===== src/rtl/booth_mult_arbiter.sv =====
// Round-robin arbiter/sequencer sharing one sequential radix-4 Booth multiplier
// between two requesters; returns the captured product tagged with its owner.
module booth_mult_arbiter #(
  parameter int unsigned WIDTH   = 8,
  parameter int unsigned MUL_LAT = 4
) (
  input  logic                 clk,
  input  logic                 rst,
  input  logic [1:0]           req_valid,
  output logic [1:0]           req_ready,
  input  logic [WIDTH-1:0]     req_a0,
  input  logic [WIDTH-1:0]     req_b0,
  input  logic [WIDTH-1:0]     req_a1,
  input  logic [WIDTH-1:0]     req_b1,
  output logic                 res_valid,
  input  logic                 res_ready,
  output logic                 res_id,
  output logic [2*WIDTH-1:0]   res_prod,
  output logic [WIDTH-1:0]     mul_a,
  output logic [WIDTH-1:0]     mul_b,
  output logic                 mul_load,
  input  logic [2*WIDTH-1:0]   mul_prod,
  output logic                 busy
);

  localparam int unsigned CNT_W = $clog2(MUL_LAT + 1);

  typedef enum logic [1:0] {IDLE, LOAD, RUN, DONE} state_t;

  state_t           state;
  logic             rr_ptr;
  logic             owner;
  logic [CNT_W-1:0] cnt;
  logic [WIDTH-1:0] op_a;
  logic [WIDTH-1:0] op_b;
  logic [1:0]       grant_c;
  logic             sel_c;

  // Grant only while idle; on contention the requester named by rr_ptr wins.
  always_comb begin
    grant_c = 2'b00;
    if (state == IDLE) begin
      unique case (req_valid)
        2'b01:   grant_c = 2'b01;
        2'b10:   grant_c = 2'b10;
        2'b11:   grant_c = rr_ptr ? 2'b10 : 2'b01;
        default: grant_c = 2'b00;
      endcase
    end
  end

  assign sel_c     = grant_c[1];
  assign req_ready = grant_c;
  assign mul_a     = op_a;
  assign mul_b     = op_b;

  always_ff @(posedge clk) begin
    if (rst) begin
      state     <= IDLE;
      rr_ptr    <= 1'b0;
      owner     <= 1'b0;
      cnt       <= '0;
      op_a      <= '0;
      op_b      <= '0;
      res_prod  <= '0;
      res_id    <= 1'b0;
      res_valid <= 1'b0;
      mul_load  <= 1'b0;
      busy      <= 1'b0;
    end else begin
      unique case (state)
        IDLE: begin
          if (grant_c != 2'b00) begin
            op_a     <= sel_c ? req_a1 : req_a0;
            op_b     <= sel_c ? req_b1 : req_b0;
            owner    <= sel_c;
            rr_ptr   <= ~sel_c;
            mul_load <= 1'b1;
            busy     <= 1'b1;
            state    <= LOAD;
          end
        end
        LOAD: begin
          mul_load <= 1'b0;
          cnt      <= CNT_W'(1);
          state    <= RUN;
        end
        RUN: begin
          cnt <= cnt + CNT_W'(1);
          // Product is valid MUL_LAT cycles after the load cycle.
          if (cnt == CNT_W'(MUL_LAT)) begin
            res_prod  <= mul_prod;
            res_id    <= owner;
            res_valid <= 1'b1;
            state     <= DONE;
          end
        end
        DONE: begin
          if (res_ready) begin
            res_valid <= 1'b0;
            busy      <= 1'b0;
            cnt       <= '0;
            state     <= IDLE;
          end
        end
        default: state <= IDLE;
      endcase
    end
  end

endmodule


===== config.mk =====
export PLATFORM = sky130hd
export DESIGN_NAME = booth_mult_arbiter
export DESIGN_NICKNAME = d
export VERILOG_FILES = /design/src/rtl/booth_mult_arbiter.sv
export SDC_FILE = /design/constraint.sdc
export NUM_CORES = 1
export LEC_CHECK = 0
export ABC_CLOCK_PERIOD_IN_PS = 2000
export CORE_ASPECT_RATIO = 1.1
export CORE_UTILIZATION = 41
export CTS_CLUSTER_DIAMETER = 80
export DETAILED_ROUTE_END_ITERATION = 10
export GPL_TIMING_DRIVEN = 0
export PLACE_DENSITY_LB_ADDON = 0.12
export SKIP_LAST_GASP = 1
export SYNTH_ARGS = -nofsm -noshare
export SYNTH_HDL_FRONTEND = slang
export SYNTH_SLANG_ARGS = --single-unit

===== constraint.sdc =====
create_clock -name clk -period 2 [get_ports clk]
set_input_delay 0.4 -clock clk [delete_from_list [all_inputs] [get_ports clk]]
set_output_delay 0.4 -clock clk [all_outputs]
set_load 0.03 [all_outputs]

==> results <==
- The max-slew headroom at the worst pin is 65.3%.
- The placed instance area is 2860 sq um.
- The initialized floorplan defines 25 standard-cell rows.
- The ratio of final minimum period to clock period is 95.1%.
- The final worst clock skew is 4.91 ps.
- The via count of the first global-routing pass came to 1,718.
- Once placement completed, the tool counted placed cells totaling 347.
- The cell area after synthesis is 1910 sq um.
- The core region is 4380 sq um.
- The count of synthesis-stage warnings from yosys is 0.
- The clock input transition at the sequential cells of the worst setup and hold paths is 80 ps.
- Setup violations remaining at the end of the flow were counted as 0.
- The post-synthesis area per instance is 9.33 sq um.
- The die height is 73.6 um.
- The post-synthesis instance total is 205.
- Cells fill 67.9% of the core in the end.
- For this run, the top clock speed supported by timing is 526 MHz.
- After global routing the overflow that remains totals 0.
- The global-route wire length before repair is 7.69 mm.
- The first detailed-routing pass took 4 iterations.
- The routed design has 4.62 mm of wire.
- STA classifies the critical path startpoint as an input pin.
- Summed over all cells, the static leakage comes to 1.08 nW.
- The summed area of non-filler cells in the final layout is 2970 sq um.
- Buffers placed on the I/O ports in this run total 88.
- The class of the tightest hold or removal check is reg2reg.
- After detailed routing, the number of remaining DRC violations is 0.
- The flow ran to the end, and the final reports show no timing, DRC or antenna violations.
- At the end of the flow, the number of nets in the layout was 359.
- The largest net degree at the start of global routing is 14.
- The die area is 4940 sq um.
- The HPWL after detailed placement is 3.48 mm.
- OpenSTA, run right after detailed placement, puts the worst setup slack at -377 ps.
- The required time of the worst setup path is 1600 ps.
- Cells with a size suffix above 1 make up 11.0% of the layout.
- The total routing resource utilization after global routing is 20.1%.
- At the pin with the least slew margin, the transition time is 520 ps.
- The final-layout fill cell count is 390.
- The max-cap violation count is 0.
- The number of levels the H-tree was split into is 2.
- The initial utilization of the core area, before any placement, comes to 43.7%.
- The number of vias per cell after detailed routing is 5.12.
- The number of setup buffers added after CTS is 0.
- The wire length per cell after detailed routing is 13.0 um.
- The final standard cell count with taps included and fillers excluded is 355.
- Counting flops and latches in the post-synthesis netlist gives 43.
- The repair_antennas step left the layout with diodes totalling 0.
- The final max-slew violation count is 0.
- The count of cell types in the netlist is 34.
- The part of the Yosys area used for sequential elements is 45.0%.
- The power density over the cells is 1020 nW/um^2.
- The worst-case setup margin in the final layout is 97.1 ps.
- The insertion delay of the later-clocked pin in the worst-skew pair is 280 ps.
- The area growth from synthesis to layout is 55.3%.
- Along the worst path, the maximum fanout reaches 5.
- Clock tree synthesis found a total of 43 sinks.
- The I/O pin count is 91.
- The horizontal die dimension is 67.1 um.
- The weighted congestion at the end of routability-driven global placement is 0.793.
- The smallest clock period supported by the final layout is computed as 1900 ps.
- Data on the critical path arrives at its endpoint at 1500 ps.
- The total nets after synthesis is 264.
- The number of clock buffers added by TritonCTS is 5.
- The total number of vias is 1,819.
- The initial antenna violation count was 0.
- STA classifies the critical path endpoint as an output port.
- TritonCTS built the clock tree.
- The number of failing hold endpoints at the final stage is 0.
- After the first detailed-routing iteration, the DRC count stood at 68.
- Counting along the longest clock path gives a buffer depth of 2.
- The peak supply drop is 718 uV.
- The root buffer cell chosen for the clock tree is clkbuf_8.
- The start-to-end type of the worst setup path is in2out.
- Setup repair after global routing could not meet its margin everywhere.
- The number of nets still failing antenna checks after routing is 0.
[worst max-delay path, stage by stage]
cell and delay, ps:
clkdlybuf4s50_1 560, nand2_1 130, a21oi_1 180, buf_2 230
[path summary, 6_finish.rpt]
| check | slack, ps | endpoint | cells past startpoint | start |
|---|---|---|---|---|
| worst max-delay path | 100 | req_ready[0] | 4 | req_valid[0] |
| worst min-delay path | 460 | res_prod[2]$_SDFFE_PP0P_ | 2 | res_prod[2]$_SDFFE_PP0P_ |
| worst max register to register | 290 | res_prod[9]$_SDFFE_PP0P_ | 7 | state[0]$_SDFFE_PP0P_ |
| worst min register to register | 460 | res_prod[2]$_SDFFE_PP0P_ | 2 | res_prod[2]$_SDFFE_PP0P_ |
[area by class of cell]
| type | instances | area [sq um] | area share (%) |
|---|---|---|---|
| plain buffers | 15 | 106 | 3.58 |
| clock buffers | 6 | 82.6 | 2.78 |
| clock inverters | 2 | 35.0 | 1.18 |
| inverters | 10 | 37.5 | 1.26 |
| multi-input cells | 137 | 911 | 30.7 |
| flip-flops and latches | 43 | 861 | 29.0 |
| well taps | 54 | 67.6 | 2.27 |
| repair buffers | 88 | 871 | 29.3 |
[per-layer routing]
| metal | GRT usage [%] | part of all wire [%] | up-vias |
|---|---|---|---|
| li1 | - | - | 918 |
| met5 | 0 | 0 | - |
| met4 | 5.44 | 0.87 | 0 |
| met2 | 31.7 | 47 | 70 |
| met3 | 6.37 | 7.5 | 4 |
| met1 | 26.2 | 44 | 827 |
[sequential cells by signal, indices dropped and copies added, names as in the netlist]
| name | cells |
|---|---|
| res_valid | 1 |
| res_id | 1 |
| busy | 1 |
| owner | 1 |
| mul_load | 1 |
| state | 2 |
| mul_b | 8 |
| rr_ptr | 1 |
| cnt | 3 |
| res_prod | 16 |
| mul_a | 8 |
[placed cells by master, fill, tap and decap left out, types with 3 or more instances in the layout]
cell type	netlist	final
or3_1	3	3
inv_1	10	10
buf_4	4	4
a21oi_1	24	24
nor3b_2	6	6
nand2_1	41	41
nor2b_1	3	3
buf_6	4	4
clkbuf_8	0	6
buf_2	4	6
o21ai_0	5	5
a32oi_1	3	3
ha_1	6	5
dfxtp_1	43	43
o32ai_1	3	3
nor3b_1	8	8
clkdlybuf4s50_1	0	86
a221o_1	13	13
[timing repair]
| item | 4_1_cts | 5_1_grt |
|---|---|---|
| setup endpoints to repair | 2 | 2 |
| gates resized for setup | 6 | 5 |
| cloned | 0 | 0 |
| hold buffers | 0 | 0 |
[cells in the mapped netlist (all sizes together)]
cell type / count / area share (%)
a21boi: 2 / 0.78
buf: 14 / 5.4
and3: 1 / 0.33
or2: 1 / 0.33
or4: 2 / 0.78
or3: 3 / 0.98
a31oi: 2 / 0.65
nand2b: 2 / 0.79
inv: 10 / 2.0
o21bai: 2 / 0.78
o211a: 1 / 0.52
nand3: 1 / 0.52
nor2b: 3 / 0.98
a221o: 13 / 6.8
o21ai: 5 / 1.3
or4b: 1 / 0.52
nor3: 2 / 0.52
a21oi: 24 / 6.3
nand2: 41 / 8.0
o31ai: 2 / 0.78
dfxtp: 43 / 45
a211oi: 1 / 0.65
nor3b: 15 / 8.0
o32ai: 3 / 1.4
clkbuf: 1 / 0.20
ha: 6 / 3.9
o21a: 1 / 0.39
a32oi: 3 / 1.4
[kinds of logic (layout without fill, tap and decap cells)]
logic type	count (synthesis)	in the layout	synth area share (%)
AOI/OAI and AO/OA	59	59	21.7
adders and majority gates	6	6	3.92
buffers and inverters	25	121	7.52
DFF	43	43	45.0
and+or+nand+nor	72	72	21.8
[through the flow]
step                      power (mW)  TNS (ps)  hold slack (ps)
after global placement          2.36      -710              442
after floorplan                 1.92         0              431
after detailed placement        2.38      -649              447
after CTS                       3.07     -37.9              459
after global routing            3.23     -1.26              482
final                           3.04         0              457
[where the power goes]
group          switching (mW)  leakage (nW)  internal [mW]
combinational           0.664         0.672          0.597
sequential             0.0856         0.351          0.997
clock                   0.290        0.0612          0.404
No activity file was read; power rests on OpenSTA's default activity.
==> patch (config.mk and constraints unchanged) <==
Make the reset (`rst`) asynchronous in one clocked block.
--- a/src/rtl/booth_mult_arbiter.sv
+++ b/src/rtl/booth_mult_arbiter.sv
@@ -54,7 +54,7 @@
   assign mul_a     = op_a;
   assign mul_b     = op_b;
 
-  always_ff @(posedge clk) begin
+  always_ff @(posedge clk or posedge rst) begin
     if (rst) begin
       state     <= IDLE;
       rr_ptr    <= 1'b0;
Formal check against the unedited RTL: differs if rst is asserted again (counterexample within 4 cycles, from zero or initial values and one cycle with rst high); with rst held inactive, the same outputs for 10 cycles.
==> patch against the unedited design <==
  * Sequential cell count unchanged
  * Global-route usage fell by 2.0 points
  * Cell count shrank 14%
  * Cell area increased by 3.9%
  * Via count fell by 16%
  * Worst setup slack lost 0.020 ns
  * Wire length shrank 8.8%
  * Core utilization grew 2.1 points
  * Synthesized area up 1.2%
  * Clock skew up 0.0034 ns
  * Critical endpoint is now req_ready[1]
Power is not compared: it rests on default switching activity, and its combinational part moved more than twofold at a synthesized area within 25%.
==> patch: results (changes against the unedited design) <==
| Metric | Value |
|---|---|
| Outcome | `finished, final reports clean (unchanged)` |
| Dpl ws | `-0.7090 ns (was -0.3771 ns)` |
| Seq/Total Area, Yosys | `0.5559 (was 0.4500)` |
| Worst path max stage delay | `0.40 ns (was 0.56 ns)` |
| Slowest stage cell, crit path | `dfrtp_1 (was clkdlybuf4s50_1)` |
| DR WL met3 | `400 um (was 349 um)` |
| Fin nets | `309 (was 359)` |
| Dpl cell area | `0.002904 mm^2 (was 0.002861 mm^2)` |
| Synthesized area per cell | `13.35 um^2 (was 9.332 um^2)` |
| Largest delay contributor family on the critical path | `flip-flops (was buffers and inverters)` |
| Met2 Use GR | `0.2882 (was 0.3167)` |
| GRT Overall Usage | `0.1811 (was 0.2009)` |
| Arr. time, crit path | `1.52 ns (was 1.50 ns)` |
| Routability congestion estimate | `0.7187 (was 0.7926)` |
| Layout cells sized above 1 | `0.1912 (was 0.1096)` |
| Placed cell count | `289 (was 347)` |
| Footprint of the multi-input gates | `792.0 um^2 (was 910.9 um^2)` |
| Post-detail-place hpwl | `3019 um (was 3483 um)` |
| Final period util | `0.9613 (was 0.9515)` |
| Finished Layout Cells | `305 (was 355)` |
| Max transition margin | `0.4226 (was 0.6531)` |
| Grt met1 use | `0.2095 (was 0.2622)` |
| Commonest cells post-synth | `43 x dfrtp_1, 16 x a221o_1, 15 x mux2_2 (was 43 x dfxtp_1, 41 x nand2_1, 24 x a21oi_1, 13 x a221o_1, 10 x inv_1)` |
| Crit path kind | `reg2out (was in2out)` |
| Violation count after the first detailed-route iteration | `34 (was 68)` |
| RR Startpoint | `state[0]$_DFFE_PP0P_ (was state[0]$_SDFFE_PP0P_)` |
| Port Buffers | `90 (was 88)` |
| Met2 WL | `1966 um (was 2180 um)` |
| Worst-Skew Late Latency | `0.30 ns (was 0.28 ns)` |
| Worst VDD drop | `0.9754 mV` |
| Fillers | `336 (was 390)` |
| Crit. Startpoint | `state[1]$_DFFE_PP0P_ (was req_valid[0])` |
| Grt ovf | `0 (unchanged)` |
| Post-Syn Nets | `204 (was 264)` |
| CP Max Fanout | `8 (was 5)` |
| Fraction of registers with async set/reset | `1.000 (was 0)` |
| Met3 usage | `0.07669 (was 0.06366)` |
| R2R Setup Slk | `0.27 ns (was 0.29 ns)` |
| Largest cells by area after synthesis | `dfrtp_1 56%, mux2_2 8.7%, a221o_1 8.3% (was dfxtp_1 45%, nand2_1 8.0%, a221o_1 6.8%)` |
| Critical Path Sink | `req_ready[1] (was req_ready[0])` |
| Post-Route WL | `4214 um (was 4623 um)` |
| Largest net degree at the start of global routing | `44 (was 14)` |
patch: cell types whose count changed after synthesis, sizes merged, moves of 3 or more:
cell / unedited run / this run
and2: 0 / 16
nor3b: 15 / 1
nand2: 41 / 7
buf: 14 / 5
dfrtp: 0 / 43
a32oi: 3 / 0
or3: 3 / 0
o32ai: 3 / 0
a221o: 13 / 16
a21oi: 24 / 2
dfxtp: 43 / 0
o21ai: 5 / 9
mux2: 0 / 18
patch: kinds of logic after synthesis:
kind of cell | share of synthesized area
adder cells (fa/ha/maj) | 0.03878
multiplexers | 0.1099
AND/OR/NAND/NOR | 0.09244
buffers and inverters | 0.04137
flip-flops | 0.5559
AO/OA/AOI/OAI | 0.1616
patch: power groups by stage:
| stage | clock network [mW] | registers, mW | logic (mW) |
|---|---|---|---|
| 4_1_cts | 0.718 | 1.52 | 2.75 |
| 6_report | 0.699 | 1.52 | 2.78 |
| 3_3_place_gp | 0 | 1.53 | 2.65 |
| 5_1_grt | 0.749 | 1.58 | 2.99 |
| 2_1_floorplan | 0 | 2.23 | 0.933 |
| 3_5_place_dp | 0 | 1.53 | 2.69 |
patch: final cells by class:
| class | count | share of cell area |
|---|---|---|
| Sequential cell | 43 | 0.3486 |
| Timing Repair Buffer | 98 | 0.3089 |
| Multi-Input combinational cell | 89 | 0.2566 |
| Clock buffer | 6 | 0.02675 |
| Tap cell | 54 | 0.02189 |
| Buffer | 5 | 0.01621 |
| Clock inverter | 2 | 0.01135 |
| Inverter | 8 | 0.009728 |
patch: worst min-delay path by stage:
| stage | slack [ns] | startpoint | to | cells past startpoint |
|---|---|---|---|---|
| 6_report | 0.50 | res_prod[10]$_DFFE_PP0P_ | res_prod[10]$_DFFE_PP0P_ | 1 |
| 5_1_grt | 0.52 | res_prod[9]$_DFFE_PP0P_ | res_prod[9]$_DFFE_PP0P_ | 1 |
| 4_1_cts | 0.50 | res_prod[10]$_DFFE_PP0P_ | res_prod[10]$_DFFE_PP0P_ | 1 |
| 3_5_place_dp | 0.48 | res_prod[10]$_DFFE_PP0P_ | res_prod[10]$_DFFE_PP0P_ | 1 |
| 3_3_place_gp | 0.47 | res_prod[9]$_DFFE_PP0P_ | res_prod[9]$_DFFE_PP0P_ | 1 |
| 2_1_floorplan | 0.47 | owner$_DFFE_PP0P_ | owner$_DFFE_PP0P_ | 1 |
patch: worst reg2reg max path, stage by stage, from the launching register on:
cell	delay (ns)
dfrtp_1	0.40
buf_4	0.15
ha_1	0.25
nor2b_1	0.19
a211oi_2	0.29
mux2_1	0.36
patch: repair_timing:
item                                    4_1_cts  5_1_grt
resized for setup                            18        0
buffers inserted                              3        5
pin swaps                                     0        0
endpoints found under the setup margin        2        2
